--- config.mk ---
export PLATFORM = sky130hd
export DESIGN_NAME = chunked_adder_rf_flat
export DESIGN_NICKNAME = d
export VERILOG_FILES = /design/src/rtl/chunked_adder_rf_if.sv /design/src/rtl/chunked_adder_rf.sv /design/src/flat_wrapper.sv
export SDC_FILE = /design/constraint.sdc
export NUM_CORES = 1
export LEC_CHECK = 0
export ABC_AREA = 0
export CORE_MARGIN = 8
export CORE_UTILIZATION = 57
export CTS_CLUSTER_SIZE = 20
export DETAILED_ROUTE_END_ITERATION = 8
export DONT_BUFFER_PORTS = 1
export PLACE_DENSITY = 0.75
export SLEW_MARGIN = 10
export SYNTH_ARGS = -nofsm -noshare
export SYNTH_HDL_FRONTEND = slang
export SYNTH_SLANG_ARGS = --single-unit
--- constraint.sdc ---
create_clock -name i_clk -period 3.09 [get_ports i_clk]
set_clock_uncertainty 0.15 [all_clocks]
set_input_delay 0.309 -clock i_clk [delete_from_list [all_inputs] [get_ports i_clk]]
set_output_delay 0.309 -clock i_clk [all_outputs]
set_load 0.05 [all_outputs]
--- src/rtl/chunked_adder_rf_if.sv ---
// Register-bus bundle for chunked_adder_rf: address/data/strobes in, read data and status pulses out.
interface chunked_adder_rf_if #(
  parameter int unsigned N = 16
);
  logic [2:0]   i_addr;
  logic [N-1:0] i_data;
  logic         i_we;
  logic         i_re;
  logic         i_start;
  logic [N-1:0] o_data;
  logic         o_ack;
  logic         o_ready;
  logic         o_busy;

  modport master (
    output i_addr, i_data, i_we, i_re, i_start,
    input  o_data, o_ack, o_ready, o_busy
  );

  modport slave (
    input  i_addr, i_data, i_we, i_re, i_start,
    output o_data, o_ack, o_ready, o_busy
  );
endinterface

--- src/rtl/chunked_adder_rf.sv ---
// Register-mapped N-bit add/subtract unit that runs one W-bit chunk per clock, LSB first,
// and commits RESULT/STATUS atomically. N must be a multiple of W with at least two chunks.
module chunked_adder_rf #(
  parameter int unsigned N = 16,
  parameter int unsigned W = 4
) (
  input logic               i_clk,
  input logic               i_rst,
  chunked_adder_rf_if.slave bus
);

  localparam int unsigned K    = N / W;
  localparam int unsigned CntW = (K > 1) ? $clog2(K) : 1;
  localparam logic [CntW-1:0] LastCnt = CntW'(K - 1);

  localparam logic [0:0] StIdle = 1'b0;
  localparam logic [0:0] StCalc = 1'b1;

  logic [0:0]      state_q;
  logic [CntW-1:0] cnt_q;

  // Programmer-visible registers
  logic         sub_q;
  logic         cin_q;
  logic [N-1:0] data1_q;
  logic [N-1:0] data2_q;
  logic [N-1:0] result_q;
  logic         cout_q;
  logic         ovf_q;

  // Snapshot of the operation in flight, isolated from bus writes
  logic [N-1:0] a_q;
  logic [N-1:0] b_q;
  logic         sub_op_q;
  logic         carry_q;
  logic [N-1:0] acc_q;

  logic [N-1:0] beff;
  logic [N-1:0] acc_d;
  logic [N-1:0] rd_val;
  logic [W:0]   chunk_sum;
  int unsigned  base;

  always_comb begin
    base      = 32'(cnt_q) * W;
    beff      = sub_op_q ? ~b_q : b_q;
    chunk_sum = {1'b0, a_q[base +: W]} + {1'b0, beff[base +: W]} + {{W{1'b0}}, carry_q};
    acc_d              = acc_q;
    acc_d[base +: W]   = chunk_sum[W-1:0];
  end

  always_comb begin
    rd_val = '0;
    case (bus.i_addr)
      3'd0:    rd_val = {{(N-1){1'b0}}, sub_q};
      3'd1:    rd_val = data1_q;
      3'd2:    rd_val = data2_q;
      3'd3:    rd_val = {{(N-1){1'b0}}, cin_q};
      3'd4:    rd_val = result_q;
      3'd5:    rd_val = {{(N-3){1'b0}}, (state_q == StCalc), ovf_q, cout_q};
      default: rd_val = '0;
    endcase
  end

  always_ff @(posedge i_clk) begin
    if (i_rst) begin
      state_q     <= StIdle;
      cnt_q       <= '0;
      sub_q       <= 1'b0;
      cin_q       <= 1'b0;
      data1_q     <= '0;
      data2_q     <= '0;
      result_q    <= '0;
      cout_q      <= 1'b0;
      ovf_q       <= 1'b0;
      a_q         <= '0;
      b_q         <= '0;
      sub_op_q    <= 1'b0;
      carry_q     <= 1'b0;
      acc_q       <= '0;
      bus.o_data  <= '0;
      bus.o_ack   <= 1'b0;
      bus.o_ready <= 1'b0;
      bus.o_busy  <= 1'b0;
    end else begin
      bus.o_ack   <= 1'b0;
      bus.o_ready <= 1'b0;

      // A write strobe masks any simultaneous read
      if (bus.i_we) begin
        if (!bus.i_addr[2]) begin
          bus.o_ack <= 1'b1;
          unique case (bus.i_addr[1:0])
            2'd0: sub_q   <= bus.i_data[0];
            2'd1: data1_q <= bus.i_data;
            2'd2: data2_q <= bus.i_data;
            2'd3: cin_q   <= bus.i_data[0];
          endcase
        end
      end else if (bus.i_re) begin
        bus.o_data <= rd_val;
        bus.o_ack  <= 1'b1;
      end

      case (state_q)
        StIdle: begin
          if (bus.i_start) begin
            a_q        <= data1_q;
            b_q        <= data2_q;
            sub_op_q   <= sub_q;
            // Subtract is A + ~B + ~CIN, so the borrow-in becomes an inverted carry-in
            carry_q    <= sub_q ? ~cin_q : cin_q;
            cnt_q      <= '0;
            acc_q      <= '0;
            bus.o_busy <= 1'b1;
            state_q    <= StCalc;
          end
        end
        StCalc: begin
          acc_q   <= acc_d;
          carry_q <= chunk_sum[W];
          cnt_q   <= cnt_q + 1'b1;
          if (cnt_q == LastCnt) begin
            result_q    <= acc_d;
            cout_q      <= chunk_sum[W];
            ovf_q       <= (a_q[N-1] == beff[N-1]) && (acc_d[N-1] != a_q[N-1]);
            bus.o_ready <= 1'b1;
            bus.o_busy  <= 1'b0;
            state_q     <= StIdle;
          end
        end
        default: state_q <= StIdle;
      endcase
    end
  end

endmodule

--- src/flat_wrapper.sv ---
// flat-port wrapper written by rule: the top's interface ports become plain ports
module chunked_adder_rf_flat 
#(
  parameter int unsigned N = 16,
  parameter int unsigned W = 4
)
  (i_clk, i_rst, bus_i_addr, bus_i_data, bus_i_we, bus_i_re, bus_i_start, bus_o_data, bus_o_ack, bus_o_ready, bus_o_busy);
  chunked_adder_rf_if #(.N(N)) bus_i ();
  input logic i_clk;
  input logic i_rst;
  input wire logic [$bits(bus_i.i_addr)-1:0] bus_i_addr;
  input wire logic [$bits(bus_i.i_data)-1:0] bus_i_data;
  input wire logic [$bits(bus_i.i_we)-1:0] bus_i_we;
  input wire logic [$bits(bus_i.i_re)-1:0] bus_i_re;
  input wire logic [$bits(bus_i.i_start)-1:0] bus_i_start;
  output wire logic [$bits(bus_i.o_data)-1:0] bus_o_data;
  output wire logic [$bits(bus_i.o_ack)-1:0] bus_o_ack;
  output wire logic [$bits(bus_i.o_ready)-1:0] bus_o_ready;
  output wire logic [$bits(bus_i.o_busy)-1:0] bus_o_busy;
  assign bus_i.i_addr = bus_i_addr;
  assign bus_i.i_data = bus_i_data;
  assign bus_i.i_we = bus_i_we;
  assign bus_i.i_re = bus_i_re;
  assign bus_i.i_start = bus_i_start;
  assign bus_o_data = bus_i.o_data;
  assign bus_o_ack = bus_i.o_ack;
  assign bus_o_ready = bus_i.o_ready;
  assign bus_o_busy = bus_i.o_busy;
  chunked_adder_rf #(.N(N), .W(W)) u_core (.i_clk(i_clk), .i_rst(i_rst), .bus(bus_i));
endmodule
# After elaboration in Yosys (flattened, before gate mapping)
# Index checks and enable logic that the tools add are counted.
# classes
n_addsub	4
eq_ne	13
n_shift	4
n_mux	20
n_bitwise	5
reduce_logical	12
# op_table
operator	count
one-hot mux 16 bit (6 select lines)	1
negator 4 -> 34 bit	1
variable shift 4 x 34 -> 16 bit (first input constant)	1
indexed part select 4 x 34 -> 16 bit	1
2-to-1 mux 16 bit	2
one-hot mux 16 bit (2 select lines)	1
indexed part select 16 x 5 -> 4 bit	2
bitwise mux 16 bit	1
NOT 16 bit	1
AND reduction 3 bit	4
2-to-1 mux 1 bit	10
AND reduction 2 bit	4
equality test 2 bit (second input constant)	3
equality test 3 x 2 -> 1 bit (second input constant)	2
equality test 3 bit (second input constant)	2
one-hot mux 1 bit (2 select lines)	3
adder 4 x 4 -> 5 bit	1
adder 5 x 1 -> 5 bit	1
inequality test 2 bit (second input constant)	2
NOT 1 bit	4
one-hot mux 2 bit (2 select lines)	1
equality test 3 x 1 -> 1 bit (second input constant)	1
logical NOT 3 bit	1
adder 2 x 1 -> 2 bit (second input constant)	1
7 further kinds	7
# word_totals
reg_bits	124
inputBits	24
elab_cells	76

# Longest topological paths before layout
# Gate-level depths: netlist (run 1).
# depth
ltp_word	9
ltp_mapped	10
mapped_depth_nobuf	9

# Worst setup path after synthesis (run 1)
# OpenSTA, ideal clock, no wires.
# synth_timing
path_kind	flip-flop to flip-flop
from	reg u_core.cnt_q[0]
to	reg u_core.acc_q[13]
setup_time_ns	0.128
arrival_time_ns	2.830
required_time_ns	2.812
path_slack_ns	-0.018
path_stages_with_launch	10
period_less_slack_ns	3.108
path_cell_list	dfxtp_1 > buf_4 > mux4_2 > xnor2_1 > fa_1 > fa_1 > nor2b_1 > mux2_2 > a21oi_1 > nor2_1
# synth_via
elab_chain_cells	6
# synth_lines
item	line_no	source
start: declaration	chunked_adder_rf.sv:20	logic [CntW-1:0] cnt_q;
start signal: assignment	chunked_adder_rf.sv:122	cnt_q <= cnt_q + 1'b1;
indexed part select 16 x 5 -> 4 bit	chunked_adder_rf.sv:47	chunk_sum = {1'b0, a_q[base +: W]} + {1'b0, beff[base +: W]} + {{W{1'b0}}, carry_q};
adder 4 x 4 -> 5 bit	chunked_adder_rf.sv:47	
adder 5 x 1 -> 5 bit	chunked_adder_rf.sv:47	
indexed part select 4 x 34 -> 16 bit	chunked_adder_rf.sv:49	acc_d[base +: W] = chunk_sum[W-1:0];
bitwise mux 16 bit *	chunked_adder_rf.sv:49	
one-hot mux 16 bit (2 select lines) *	chunked_adder_rf.sv:105	case (state_q)
end signal: assignment	chunked_adder_rf.sv:80	acc_q <= '0;
end signal: assignment	chunked_adder_rf.sv:114	acc_q <= '0;
end signal: assignment	chunked_adder_rf.sv:120	acc_q <= acc_d;
end: declaration	chunked_adder_rf.sv:36	logic [N-1:0] acc_q;
# Every way passes the cells marked *; elsewhere a longest branch is shown, timed or not.
# A chain may end at the register's enable or synchronous reset.

# Worst setup path after layout (run 1)
# layout_timing
from	reg u_core.cnt_q[0]
to	reg u_core.ovf_q
# layout_via
elab_chain_cells	7
# layout_lines
item	line_no	source
indexed part select 16 x 5 -> 4 bit	chunked_adder_rf.sv:47	
adder 4 x 4 -> 5 bit	chunked_adder_rf.sv:47	
adder 5 x 1 -> 5 bit	chunked_adder_rf.sv:47	
indexed part select 4 x 34 -> 16 bit	chunked_adder_rf.sv:49	
bitwise mux 16 bit	chunked_adder_rf.sv:49	
inequality test 1 bit	chunked_adder_rf.sv:126	ovf_q <= (a_q[N-1] == beff[N-1]) && (acc_d[N-1] != a_q[N-1]);
logical AND 1 bit	chunked_adder_rf.sv:126	
end signal: assignment	chunked_adder_rf.sv:126	
end: declaration	chunked_adder_rf.sv:29	logic ovf_q;
# Parallel ways exist; a longest one is shown, timed or not.

==> flow_summary_export.csv, run 1 <==
group,metric,value,unit
run_status,outcome,"finished, final reports clean",
setup_path,r2r_end,"u_core.ovf_q",
synth,avgSynthCellArea,8.40,sq um
hold_path,hold_depth,3,
layout,fin_area,0.00636,sq mm
clock_tree,path_clk_slew,0.06,ns
pwr,ir_drop,0.441,mV
synth,yosys.area.top_type_share,0.459,
run,maxCapViolCount,0,
place,gp_congestion,0.851,
sta,slew_headroom,0.494,
grt,grt_max_degree,104,
drt,dr_total_vias,4782,
place,dp_hpwl,9.96,mm
sta,rsz0062_at_grt,"yes",
pwr,leakage,0.00220,uW
pwr,p_per_area,647,mW/mm^2
setup_path,cp-start-kind,"register",
layout,syn_to_final_growth,17.6,%
sta,setup_viol,0,
place,io_buffers,0,
setup_path,worst_ep_required_time,3.34,ns
drt,drc,0,
synth,yosysMostFrequentCell,"nand2_1",
clock_tree,h-tree-depth,4,
setup_path,worstReg2RegStart,"u_core.cnt_q[0]",
synth,ys_ff_latch,124,
synth,synth_cells,644,
synth,yosysWarnings,0,
clock_tree,cts.sinks,124,
sta,finalCritPeriodShare,0.961,
floorplanning,core_area,0.00924,sq mm
setup_path,r2r_slack,0.12,ns
sta,hold_viol_final,0,
place,post_dp_cell_area,0.00541,sq mm
layout,n_antenna_cell,0,
synth,yosys.area.top_type,"dfxtp_1",
grt,antenna_found_initial,0,
drt,avgViaCountPerCell,6.05,
drt,routed_wl,15.5,mm
synth,ys_seq_area_frac,0.459,
sta,min_period,2.97,ns
grt,grt_pass1_vias,4842,
hold_path,holdPathEnd,"u_core.bus.o_data[4]",
grt,grt_overflow_total,0,
floorplanning,die_w,113,microns
drt,dr.pass1.iters,8,
floorplanning,ioPinCount,43,
clock_tree,tritoncts,"built",
hold_path,holdCritStartpoint,"bus_i_addr[1]",
sta,holdWs,0.00350,ns
clock_tree,cts-root-buf,"clkbuf_8",
clock_tree,ctsLongestPathBuffers,2,
synth,syn_area,0.00541,sq mm
setup_path,rr_worst_depth,9,
synth,synth_enable_flop_cells,0,
clock_tree,clk_latency,0.52,ns
setup_path,worst-setup-path-type,"reg -> reg",
sta,worst_slew_pin_slew,0.759,ns
floorplanning,start_util,0.586,
floorplanning,die_h,113,microns
setup_path,cp_max_fo,12,
layout,nNetsFinal,685,
sta,maxSlewViolCount,0,
drt,ant_nets,0,
synth,netlist_top_cells_count,"147 x nand2_1, 124 x dfxtp_1, 92 x a21oi_1, 41 x nor2_1, 28 x a22oi_1",
drt,first_iter_violations,473,
hold_path,min_path_type,"in -> reg",
setup_path,critPathCaptureType,"register",
grt,grt_first_pass_wirelength,25.3,mm
synth,synth_nets,679,
synth,ys.flop_type,"dfxtp_1",
clock_tree,numCtsBuffers,17,
synth,yosys-top-cells-area,"dfxtp_1 46%, nand2_1 10%, a21oi_1 8.5%",
drt,drt-wirelength-per-cell,19.6,microns
layout,layout-drive-gt1-share,0.0997,
synth,yosysUniqueCellTypes,49,
grt,grt.total_usage,0.250,
setup_path,arrival,3.22,ns
floorplanning,dieArea,0.0129,sq mm
synth,synthArstFlopShare,0,
sta,clock.fmax,337,MHz
floorplanning,rows,35,
## placed cells by master, fill, tap and decap left out, types with 2 or more instances in the layout
master         count
o22ai_1            9
a22oi_1           28
a311oi_1           3
nor3_1            14
nor2b_1            9
bufinv_16          6
xor2_1             4
mux2_2             4
mux2i_1            4
a21oi_1           92
clkbuf_16         16
dlygate4sd3_1     26
nand4_1            4
ha_1               9
a22o_1            14
nor3b_1            2
clkinvlp_4         2
dfxtp_1          124
o21ai_1            3
clkinv_2           2
inv_1             19
nand2b_1           7
o21ai_0           20
xor2_2             2
xnor2_1            3
fa_1               2
mux4_2             9
clkbuf_8           3
nand2_1          147
buf_4             10
nand3_1            3
nor2_1            40
## sequential cells by signal (all words and copies together) (netlist names)
signal              flops
u_core.result_q        16
u_core.sub_q            1
u_core.data2_q         16
u_core.bus.o_ack        1
u_core.carry_q          1
u_core.state_q          1
u_core.data1_q         16
u_core.a_q             16
u_core.bus.o_ready      1
u_core.ovf_q            1
u_core.bus.o_data      16
u_core.cout_q           1
u_core.cin_q            1
u_core.sub_op_q         1
u_core.acc_q           16
u_core.bus.o_busy       1
u_core.b_q             16
u_core.cnt_q            2
## report_power, final
| group | internal, uW | switching [uW] | total, uW |
|---|---|---|---|
| clock network | 1510 | 717 | 2230 |
| logic | 80.4 | 146 | 227 |
| registers | 1620 | 35.9 | 1660 |
| total | 3210 | 900 | 4110 |
## cell type report
cell class / count / area (sq um)
fillers: 697 / 2880
multi-input cells: 450 / 2620
flip-flops and latches: 124 / 2480
clock buffers: 20 / 445
repair buffers: 37 / 363
clock inverters: 11 / 214
well taps: 129 / 161
inverters: 20 / 75.1
## layer usage
layer,part of all wire,wire [microns],up-vias,global-route usage
met2,0.49,7610,217,0.412
met1,0.39,6130,2311,0.301
met4,0.038,590,0,0.129
met5,0,0,-,0
li1,-,-,2218,-
met3,0.077,1190,36,0.0544
## worst max path at each step
stage	cells after the start	endpoint	slack [ns]	start
6_report	9	u_core.ovf_q	0.12	u_core.cnt_q[0]
5_1_grt	9	u_core.acc_q[11]	-0.03	u_core.cnt_q[0]
4_1_cts	8	u_core.acc_q[6]	0.12	u_core.cnt_q[0]
3_5_place_dp	7	u_core.result_q[10]	0.18	u_core.cnt_q[0]
3_3_place_gp	9	u_core.ovf_q	0.24	u_core.cnt_q[0]
2_1_floorplan	9	u_core.acc_q[13]	0.02	u_core.cnt_q[0]
## metrics by stage
step | power [uW] | std cells | setup TNS (ns) | utilization | worst slack [ns]
detailed placement | 1850 | 733 | 0 | 0.585 | 0.180
global placement | 1850 | 733 | 0 | 0.585 | 0.244
global route | 4210 | 791 | -0.0260 | 0.689 | -0.0260
floorplan | 1840 | 644 | 0 | - | 0.0178
CTS | 4110 | 791 | 0 | 0.688 | 0.117
finish | 4110 | 791 | 0 | 0.689 | 0.120
## timing repair
item                                    4_1_cts  5_1_grt
endpoints found under the setup margin        0        6
hold endpoints to repair                    104        0
buffers inserted                              0        0
hold buffers                                 27        0
resized for setup                             0        1
## worst max-delay path, stage by stage, from the launching register on
cell     delay, ns
dfxtp_1       0.35
buf_4         0.16
buf_4         0.22
mux4_2        0.52
ha_1          0.40
a21oi_1       0.19
o21ai_2       0.09
xor2_2        0.19
a31o_2        0.29
a221o_1       0.29
## logic make-up (layout without fill, tap and decap cells)
group           Yosys count  after routing  synth area share
compound gates          176            176             0.194
xor+xnor                  9              9            0.0160
fa+ha+maj                11             11            0.0282
flops                   124            124             0.459
buf+inv                  70             88            0.0587
simple gates            237            237             0.191
mux                      17             17            0.0532
Note: power is estimated with default switching activity, not from simulation.
==> run 2: changes to the inputs <==
--- a/config.mk
+++ b/config.mk
@@ -6,12 +6,10 @@
 export NUM_CORES = 1
 export LEC_CHECK = 0
 export ABC_AREA = 0
-export CORE_MARGIN = 8
-export CORE_UTILIZATION = 57
+export CORE_UTILIZATION = 37
 export CTS_CLUSTER_SIZE = 20
 export DETAILED_ROUTE_END_ITERATION = 8
 export DONT_BUFFER_PORTS = 1
-export PLACE_DENSITY = 0.75
 export SLEW_MARGIN = 10
 export SYNTH_ARGS = -nofsm -noshare
 export SYNTH_HDL_FRONTEND = slang
==> run 2 against run 1 <==
Against the previous run: flip-flop and latch count unchanged; critical path depth unchanged; via count decreased by 2.7%; total power decreased by 3.2%; critical endpoint unchanged.
==> flow_summary_export.csv, run 2 (synthesis gave the netlist of run 1 again) <==
group,metric,value,unit
run_status,outcome,"finished, final reports clean",
clock_tree,ctsLongestPathBuffers,2,
drt,first_iter_violations,342,
sta,maxSlewViolCount,0,
clock_tree,clk_latency,0.42,ns
drt,drc,0,
pwr,p_int,3090,uW
layout,final_common_cell,"nand2_1",
run,maxCapViolCount,0,
pwr,switchingPower,896,uW
pwr,switching_share,0.225,
layout,syn_to_final_growth,18.2,%
pwr,p_total,3980,uW
setup_path,worst-setup-path-type,"reg -> reg",
floorplanning,die_h,123,microns
sta,worst_slew_pin_slew,0.981,ns
floorplanning,rows,43,
clock_tree,postCtsSetupBuffers,0,
drt,dr_total_vias,4651,
floorplanning,core_area,0.0141,sq mm
setup_path,worst_ep_required_time,3.25,ns
setup_path,arrival,3.07,ns
sta,slew_headroom,0.345,
place,dp_hpwl,9.95,mm
grt,grt_max_degree,104,
layout,fin_cells,844,
floorplanning,ioPinCount,43,
grt,grt_first_pass_wirelength,24.0,mm
place,io_buffers,0,
pwr,p_per_area,623,mW/mm^2
sta,hold_viol_final,0,
grt,grt_pass1_vias,4557,
place,gp_congestion,0.811,
floorplanning,dieArea,0.0151,sq mm
clock_tree,path_clk_slew,0.05,ns
clock_tree,tritoncts,"built",
layout,n_antenna_cell,0,
grt,grt_overflow_total,0,
pwr,p_seq_frac,0.416,
setup_path,worstPathCellList,"buf_4 -> mux4_2 -> xor2_1 -> ha_1 -> a21oi_1 -> o21ai_2 -> xor2_2 -> a31o_2 -> a221o_1",
layout,layout-drive-gt1-share,0.105,
drt,ant_nets,0,
setup_path,critPathCaptureType,"register",
setup_path,cp_max_fo,6,
sta,finalCritPeriodShare,0.943,
layout,final_cell_mix,"147 x nand2_1, 124 x dfxtp_1, 92 x a21oi_1",
setup_path,crit_buf_inv,1,
floorplanning,die_w,123,microns
sta,min_period,2.91,ns
clock_tree,cts-root-buf,"clkbuf_16",
sta,setup_viol,0,
setup_path,crit_family,"compound AO/OA/AOI/OAI gates",
clock_tree,numCtsBuffers,17,
hold_path,min_path_type,"in -> reg",
sta,final.setup.tns,0,ns
sta,holdWs,0.0256,ns
setup_path,cp-start-kind,"register",
pwr,leakage,0.00218,uW
clock_tree,cts.sinks,124,
clock_tree,h-tree-depth,4,
drt,routed_wl,14.9,mm
drt,drt-wirelength-per-cell,17.7,microns
drt,avgViaCountPerCell,5.51,
pwr,pwr-share-comb,0.058,
grt,grt.total_usage,0.214,
drt,dr.pass1.iters,6,
pwr,ir_drop,0.329,mV
floorplanning,start_util,0.384,
sta,clock.fmax,343,MHz
setup_path,max_stage_delay,0.50,ns
grt,antenna_found_initial,0,
place,dp.cells,787,
pwr,clkPwrFrac,0.527,
layout,fin_area,0.00639,sq mm
place,post_dp_cell_area,0.00549,sq mm
layout,nNetsFinal,686,
setup_path,slowest_stage,"mux4_2",
==> run 2: final cells by class <==
type | count | area (sq um)
fillers | 1388 | 7700
multi-input cells | 450 | 2620
flip-flops and latches | 124 | 2480
clock buffers | 20 | 457
repair buffers | 38 | 365
well taps | 180 | 225
clock inverters | 12 | 169
inverters | 20 | 75.1
==> run 2: final timing paths <==
| check | slack, ns | end | start | cells after the start |
|---|---|---|---|---|
| worst min-delay path | 0.03 | u_core.cin_q | bus_i_addr[1] | 4 |
| worst max register to register | 0.18 | u_core.ovf_q | u_core.cnt_q[0] | 9 |
| worst max-delay path | 0.18 | u_core.ovf_q | u_core.cnt_q[0] | 9 |
| worst min register to register | 0.31 | u_core.b_q[8] | u_core.b_q[8] | 2 |
==> run 2: worst reg2reg max path: stages (launching register included) <==
cell     delay, ns
dfxtp_1       0.37
buf_4         0.17
mux4_2        0.50
xor2_1        0.16
ha_1          0.41
a21oi_1       0.19
o21ai_2       0.09
xor2_2        0.19
a31o_2        0.28
a221o_1       0.29
==> run 2: layer usage <==
metal,routed length (microns),share of wire,GRT usage
met2,6830,0.46,0.330
met3,642,0.043,0.0461
met5,0,0,0
met1,6910,0.46,0.277
met4,563,0.038,0.122
==> run 2: timing repair <==
action / in CTS / in global routing
resized for setup: 0 / 1
endpoints found under the setup margin: 0 / 2
hold buffers: 25 / 0
endpoints found under the hold margin: 104 / 0
==> run 2: power by group through the flow <==
| stage | combinational [uW] | clock (uW) | sequential, uW |
|---|---|---|---|
| finish | 229 | 2100 | 1660 |
| global route | 249 | 2200 | 1660 |
| CTS | 226 | 2120 | 1660 |
| detailed placement | 168 | 0 | 1690 |
| global placement | 166 | 0 | 1690 |
| floorplan | 159 | 0 | 1680 |
==> run 2: per-stage QoR <==
| stage | utilization | worst slack [ns] |
|---|---|---|
| floorplan | - | 0.0178 |
| global placement | 0.390 | 0.223 |
| detailed placement | 0.390 | 0.177 |
| CTS | 0.453 | 0.136 |
| global route | 0.454 | -0.00172 |
| finish | 0.454 | 0.177 |
